<file path="config.mk">
export PLATFORM = sky130hd
export DESIGN_NAME = demux_1x4
export DESIGN_NICKNAME = d
export VERILOG_FILES = /design/src/rtl/demux_1x4.sv
export SDC_FILE = /design/constraint.sdc
export NUM_CORES = 1
export LEC_CHECK = 0
export CAP_MARGIN = 5
export CORE_AREA = 2 2 39 41
export CTS_BUF_LIST = sky130_fd_sc_hd__clkbuf_8 sky130_fd_sc_hd__clkbuf_16
export CTS_CLUSTER_DIAMETER = 60
export DETAILED_ROUTE_END_ITERATION = 16
export DIE_AREA = 0 0 41 43
export GPL_TIMING_DRIVEN = 1
export PLACE_DENSITY = 0.54
export REMOVE_ABC_BUFFERS = 1
export SLEW_MARGIN = 10
export SYNTH_ARGS = -nofsm -noshare
export SYNTH_HDL_FRONTEND = slang
export SYNTH_SLANG_ARGS = --single-unit
</file>
<file path="constraint.sdc">
create_clock -name clk -period 2 [get_ports clk]
set_clock_uncertainty 0.2 [all_clocks]
set_input_delay 0.4 -clock clk [delete_from_list [all_inputs] [get_ports clk]]
set_output_delay 0.4 -clock clk [all_outputs]
set_load 0.02 [all_outputs]
</file>
<file path="src/rtl/demux_1x4.sv">
// 1-to-4 registered demultiplexer with one-hot valid. Define DEMUX_1X4_CNT_EN
// to add four saturating per-channel routing counters with clear and readout.
module demux_1x4 #(
    parameter int WIDTH = 1,
    parameter int CNT_W = 8
) (
    input  logic             clk,
    input  logic             rst,
    input  logic [WIDTH-1:0] a,
    input  logic [1:0]       s,
    input  logic             en,
`ifdef DEMUX_1X4_CNT_EN
    input  logic             cnt_clr,
    input  logic [1:0]       cnt_sel,
    output logic [CNT_W-1:0] cnt_out,
`endif
    output logic [WIDTH-1:0] y0,
    output logic [WIDTH-1:0] y1,
    output logic [WIDTH-1:0] y2,
    output logic [WIDTH-1:0] y3,
    output logic [3:0]       vld
);

    logic [WIDTH-1:0] y0_d, y1_d, y2_d, y3_d;
    logic [WIDTH-1:0] y0_q, y1_q, y2_q, y3_q;
    logic [3:0]       vld_d, vld_q;

    // s is only decoded under en, so an unknown select while idle cannot leak out.
    always_comb begin
        y0_d  = '0;
        y1_d  = '0;
        y2_d  = '0;
        y3_d  = '0;
        vld_d = 4'b0000;
        if (en) begin
            case (s)
                2'd0:    begin y0_d = a; vld_d = 4'b0001; end
                2'd1:    begin y1_d = a; vld_d = 4'b0010; end
                2'd2:    begin y2_d = a; vld_d = 4'b0100; end
                default: begin y3_d = a; vld_d = 4'b1000; end
            endcase
        end
    end

    always_ff @(posedge clk) begin
        if (rst) begin
            y0_q  <= '0;
            y1_q  <= '0;
            y2_q  <= '0;
            y3_q  <= '0;
            vld_q <= 4'b0000;
        end else begin
            y0_q  <= y0_d;
            y1_q  <= y1_d;
            y2_q  <= y2_d;
            y3_q  <= y3_d;
            vld_q <= vld_d;
        end
    end

    assign y0  = y0_q;
    assign y1  = y1_q;
    assign y2  = y2_q;
    assign y3  = y3_q;
    assign vld = vld_q;

`ifdef DEMUX_1X4_CNT_EN
    logic [CNT_W-1:0] cnt_d [4];
    logic [CNT_W-1:0] cnt_q [4];

    // Clear beats increment; a full counter holds instead of wrapping.
    always_comb begin
        for (int k = 0; k < 4; k++) begin
            cnt_d[k] = cnt_q[k];
            if (cnt_clr) begin
                cnt_d[k] = '0;
            end else if (en && (s == 2'(k)) && (cnt_q[k] != {CNT_W{1'b1}})) begin
                cnt_d[k] = cnt_q[k] + 1'b1;
            end
        end
    end

    always_ff @(posedge clk) begin
        for (int k = 0; k < 4; k++) begin
            if (rst) begin
                cnt_q[k] <= '0;
            end else begin
                cnt_q[k] <= cnt_d[k];
            end
        end
    end

    assign cnt_out = cnt_q[cnt_sel];
`endif

endmodule

</file>
==> results.md, run 1 <==
- Startpoint type of the worst setup path: register
- Sw Share: 17.95%
- Routed len/inst: 8.310 µm
- PortBufs: 13
- Cts repair resizes: 0
- Achievable Freq: 585.2 MHz
- Sequential area share after synthesis: 50.79%
- Status: completed
- TritonCTS Buffers: 3
- Mean post-synth cell area: 12.13 µm²
- Reported max-cap violation count: 0
- Max stage delay on crit path: 0.59 ns
- Clock Pin Slew Worst Setup and Hold Paths: 0.04 ns
- GRT Total Usage: 6.740%
- Rel. slew slack: 85.83%
- RSZ-0062 raised after global routing: no
- FF/Latch Area: 160.2 µm²
- Slew Viols, Final: 0
- Min Tclk post-route: 1.709 ns
- Worst VDD drop: 0.3297 mV
- Register bit total from synthesis: 8
- Bufs and invs on worst path: 1
- Syn Std Cell Area: 315.3 µm²
- Fin util: 36.62%
- TritonCTS clock tree: built
- CP Cell Sequence: clkdlybuf4s50_1
- Slowest cell on crit path: clkdlybuf4s50_1
- Vias per inst: 3.690
- Initial antenna violation count: 0
- Combinational fraction of design power: 10.0%
- Setup_tns: 0 ns
- Crit path max fanout: 1
- Warnings from Yosys: 0
- Die height: 43 µm
- H-tree depth: 1
- Crit path kind: reg2out
- Ant. Diodes: 0
- Final Setup Violations: 0
- Antenna viol nets, final: 0
- # rows: 14
- Post-CTS setup buffer count: 0
- Worst EP arrival: 1.11 ns
- DR iter-0 viols: 0
- Gpl congestion: 0.6216
- Pwr Total: 0.3836 mW
- IO Pins: 14
- DR vias: 214
- Core Area: 1384 µm²
- Synth Instances: 26
- Layout fillers: 141
- P_int: 0.3148 mW
- Vias in the first global route: 196
- Critical Path End Type: primary output
- Netlist cell types: 7
- Leak: 0.2389 nW
- Starting density of the core: 22.78%
- Pwr per Cell Area: 757.1 nW/µm²
- Root Driver: clkbuf_8
- DRT Pass-1 Iters: 1
- CTS hold repair buffers: 0
- Worst min path class: in2reg
- CTS Sinks: 8
- Maximum root-to-sink buffer count: 2
- Nets: 56
- GRT Residual Overflow: 0
- Die footprint: 1763 µm²
- Clock power frac: 47.1%
- Routed WL: 482 µm
- Global-route wire length before repair: 738 µm
- Die width: 41 µm
- Crit path max-delay family: buffers and inverters
- Worst Tran Pin Value: 0.2118 ns
- Area grow syn2layout: 60.71%
- Fin crit share: 85.44%
- Critical path data required time: 1.40 ns
- Multi-input logic area: 147.6 µm²
- Power share of the sequential group: 43.0%
- Pin count of the biggest net entering global routing: 9
- Final routed DRC violation total: 0
- Hold Fails Final Rpt: 0
- Ratio of cells with drive above 1 in the final layout: 19.05%
- P_sw: 0.06886 mW
==> metrics by stage <==
stage / setup WS (ns) / hold slack, ns / std cells / cell area, µm²
final: 0.2912 / 0.6433 / 58 / 506.7
after global routing: 0.2416 / 0.6690 / 58 / 506.7
after CTS: 0.2836 / 0.6413 / 58 / 506.7
after detailed placement: 0.1382 / 0.8685 / 55 / 465.4
after global placement: 0.1877 / 0.8491 / 55 / 465.4
after floorplan: 0.7912 / 0.3459 / 26 / 315.3
==> power groups by stage <==
| stage | Sequential [mW] | Clock [mW] | Combinational (mW) |
|---|---|---|---|
| 2_1_floorplan | 0.172 | 0 | 0.0110 |
| 3_3_place_gp | 0.167 | 0 | 0.0373 |
| 3_5_place_dp | 0.167 | 0 | 0.0389 |
| 4_1_cts | 0.165 | 0.184 | 0.0389 |
| 5_1_grt | 0.165 | 0.196 | 0.0430 |
| 6_report | 0.165 | 0.181 | 0.0382 |
==> state kept, by name, summed over array words and instances (netlist names) <==
signal and flops:
y1 1, y2 1, y0 1, y3 1, vld 4
==> cell type report <==
| type | count | area share (%) |
|---|---|---|
| sequential | 8 | 31.61 |
| multi-input combinational | 16 | 29.14 |
| timing repair buffer | 13 | 25.68 |
| clock buffer | 3 | 8.148 |
| tap | 16 | 3.951 |
| inverter | 2 | 1.481 |
==> cells in the final DEF (no fill, tap or decap), drive strengths merged <==
| cell | n |
|---|---|
| and3 | 4 |
| ha | 6 |
| inv | 2 |
| nor2 | 1 |
| clkdlybuf4s50 | 13 |
| dfxtp | 8 |
| and2 | 4 |
| nor2b | 1 |
| clkbuf | 3 |
==> Yosys cell counts <==
master | count | area (µm²)
ha_1 | 6 | 75.07
dfxtp_1 | 8 | 160.2
nor2b_4 | 1 | 13.76
inv_1 | 2 | 7.510
nor2_1 | 1 | 3.750
and2_2 | 4 | 30.03
and3_1 | 4 | 25.02
==> kinds of logic (layout without fill, tap and decap cells) <==
logic type,Yosys count,count (layout),synth area share (%)
adder cells (fa/ha/maj),6,6,23.81
buffers and inverters,2,18,2.382
flip-flops,8,8,50.79
AND/OR/NAND/NOR,10,10,23.01
==> routing by layer <==
| layer | vias to the layer above | global-route usage [%] | routed length, µm |
|---|---|---|---|
| met4 | 0 | 8.000 | 18 |
| met1 | 88 | 5.825 | 183 |
| met5 | - | 0 | 0 |
| met2 | 11 | 10.63 | 243 |
| li1 | 113 | - | - |
| met3 | 2 | 1.571 | 36 |
==> final timing paths <==
path | start | end | slack, ns | cells after the start
setup / recovery | y0$_SDFF_PP0_ | y0 | 0.29 | 1
hold / removal | a | y3$_SDFF_PP0_ | 0.64 | 2
No activity file was read; power rests on OpenSTA's default activity.
==> run 2: changes to the inputs <==
--- a/config.mk
+++ b/config.mk
@@ -6,13 +6,15 @@
 export NUM_CORES = 1
 export LEC_CHECK = 0
 export CAP_MARGIN = 5
-export CORE_AREA = 2 2 39 41
+export CELL_PAD_IN_SITES_DETAIL_PLACEMENT = 0
+export CELL_PAD_IN_SITES_GLOBAL_PLACEMENT = 2
+export CORE_UTILIZATION = 24
 export CTS_BUF_LIST = sky130_fd_sc_hd__clkbuf_8 sky130_fd_sc_hd__clkbuf_16
 export CTS_CLUSTER_DIAMETER = 60
 export DETAILED_ROUTE_END_ITERATION = 16
-export DIE_AREA = 0 0 41 43
+export GPL_ROUTABILITY_DRIVEN = 0
 export GPL_TIMING_DRIVEN = 1
-export PLACE_DENSITY = 0.54
+export PLACE_DENSITY = 0.8
 export REMOVE_ABC_BUFFERS = 1
 export SLEW_MARGIN = 10
 export SYNTH_ARGS = -nofsm -noshare
==> run 2 against run 1 <==
- sequential cell count unchanged
- sequential power hardly changed
- via count rose by 3.3%
==> results.md, run 2 (same netlist as run 1, synthesis figures left out) <==
- Pwr Total: 0.3862 mW
- Post-CTS setup buffer count: 0
- Max stage delay on crit path: 0.59 ns
- Worst VDD drop: 0.2243 mV
- Crit path depth: 1
- CTS hold repair buffers: 0
- Max reg flops: 4
- Critical path data required time: 1.40 ns
- Global-route wire length before repair: 724 µm
- Layout fillers: 110
- DRT Pass-1 Iters: 2
- Area grow syn2layout: 59.92%
- Critical Path End Type: primary output
- Worst Slack Setup Final: 0.2810 ns
- Pin count of the biggest net entering global routing: 9
- PortBufs: 13
- Status: completed
- DR iter-0 viols: 1
- Final routed DRC violation total: 0
- Vias in the first global route: 215
- Most frequent cells in the layout: 13 x clkdlybuf4s50_1, 8 x dfxtp_1, 6 x ha_1
- Pwr per Cell Area: 765.8 nW/µm²
- M2 GR Usage: 13.14%
- Root Driver: clkbuf_8
- Ant. Diodes: 0
- DR vias: 221
- Starting density of the core: 27.27%
- Fin util: 43.61%
- Cts repair resizes: 0
- GR Layer Usage met1: 6.093%
- Final Setup Violations: 0
- Maximum root-to-sink buffer count: 2
- Ratio of cells with drive above 1 in the final layout: 19.05%
- Slowest cell on crit path: clkdlybuf4s50_1
- IO Pins: 14
- Worst EP arrival: 1.12 ns
- FF/Latch Area: 160.2 µm²
- Crit path max fanout: 1
- Routed len/inst: 7.554 µm
- Rel. slew slack: 85.94%
- Startpoint type of the worst setup path: register
- GRT Total Usage: 8.059%
- Reported max-cap violation count: 0
- Min Tclk post-route: 1.719 ns
- Crit path kind: reg2out
- Bufs and invs on worst path: 1
- TritonCTS clock tree: built
- Met3 usage: 1.744%
- Setup_tns: 0 ns
- Layer with the highest usage: met4
- Vias per inst: 3.946
- Fin crit share: 85.95%
- Hold path depth: 2
- Antenna viol nets, final: 0
- Die height: 38.25 µm
- GRT Residual Overflow: 0
- Nets: 56
- Clock Pin Slew Worst Setup and Hold Paths: 0.04 ns
- Worst Tran Pin Value: 0.2102 ns
- Die width: 38.25 µm
- Multi-input logic area: 147.6 µm²
- CP Cell Sequence: clkdlybuf4s50_1
- Achievable Freq: 581.7 MHz
- Worst min path class: in2reg
- Routed WL: 423 µm
- Die footprint: 1463 µm²
- CTS Sinks: 8
- # rows: 12
- Pre-CTS setup slack: 0.1672 ns
- RSZ-0062 raised after global routing: no
- TritonCTS Buffers: 3
- Slew Viols, Final: 0
- Hold Fails Final Rpt: 0
- H-tree depth: 1
- Most common cell after layout, fill and taps aside: clkdlybuf4s50_1
- Initial antenna violation count: 0
- Crit path max-delay family: buffers and inverters
- Leak: 0.2389 nW
- Core Area: 1156 µm²
==> run 2: cell counts in the layout (fill, tap and decap cells not counted) <==
No cell type changed its count.
==> run 2: final timing paths <==
path / from / to
hold / removal: a / y3$_SDFF_PP0_
setup / recovery: y1$_SDFF_PP0_ / y1
==> run 2: final cells by class <==
cell class                 count  area share [%]
inverter                       2           1.489
tap                           14           3.474
clock buffer                   3           8.189
timing repair buffer          13           25.81
multi-input combinational     16           29.28
sequential                     8           31.76
==> run 2: through the flow <==
step / hold slack [ns] / instance area (µm²) / instances
final: 0.6199 / 504.2 / 56
after global routing: 0.6344 / 504.2 / 56
after CTS: 0.6175 / 504.2 / 56
after detailed placement: 0.8564 / 462.9 / 53
after global placement: 0.8431 / 462.9 / 53
after floorplan: 0.3459 / 315.3 / 26
==> run 2: routing by layer <==
| layer | wire length (µm) | share of wire, % |
|---|---|---|
| met2 | 197 | 47 |
| met3 | 35 | 8.3 |
| met4 | 16 | 3.8 |
| met1 | 174 | 41 |
| met5 | 0 | 0 |
==> run 2: power breakdown <==
| part | leakage, nW | internal, mW | total, mW | switching, mW |
|---|---|---|---|---|
| clock network | 0.0216 | 0.129 | 0.184 | 0.0541 |
| registers | 0.0650 | 0.164 | 0.165 | 0.000803 |
| logic | 0.152 | 0.0214 | 0.0377 | 0.0162 |
| total | 0.239 | 0.315 | 0.386 | 0.0711 |
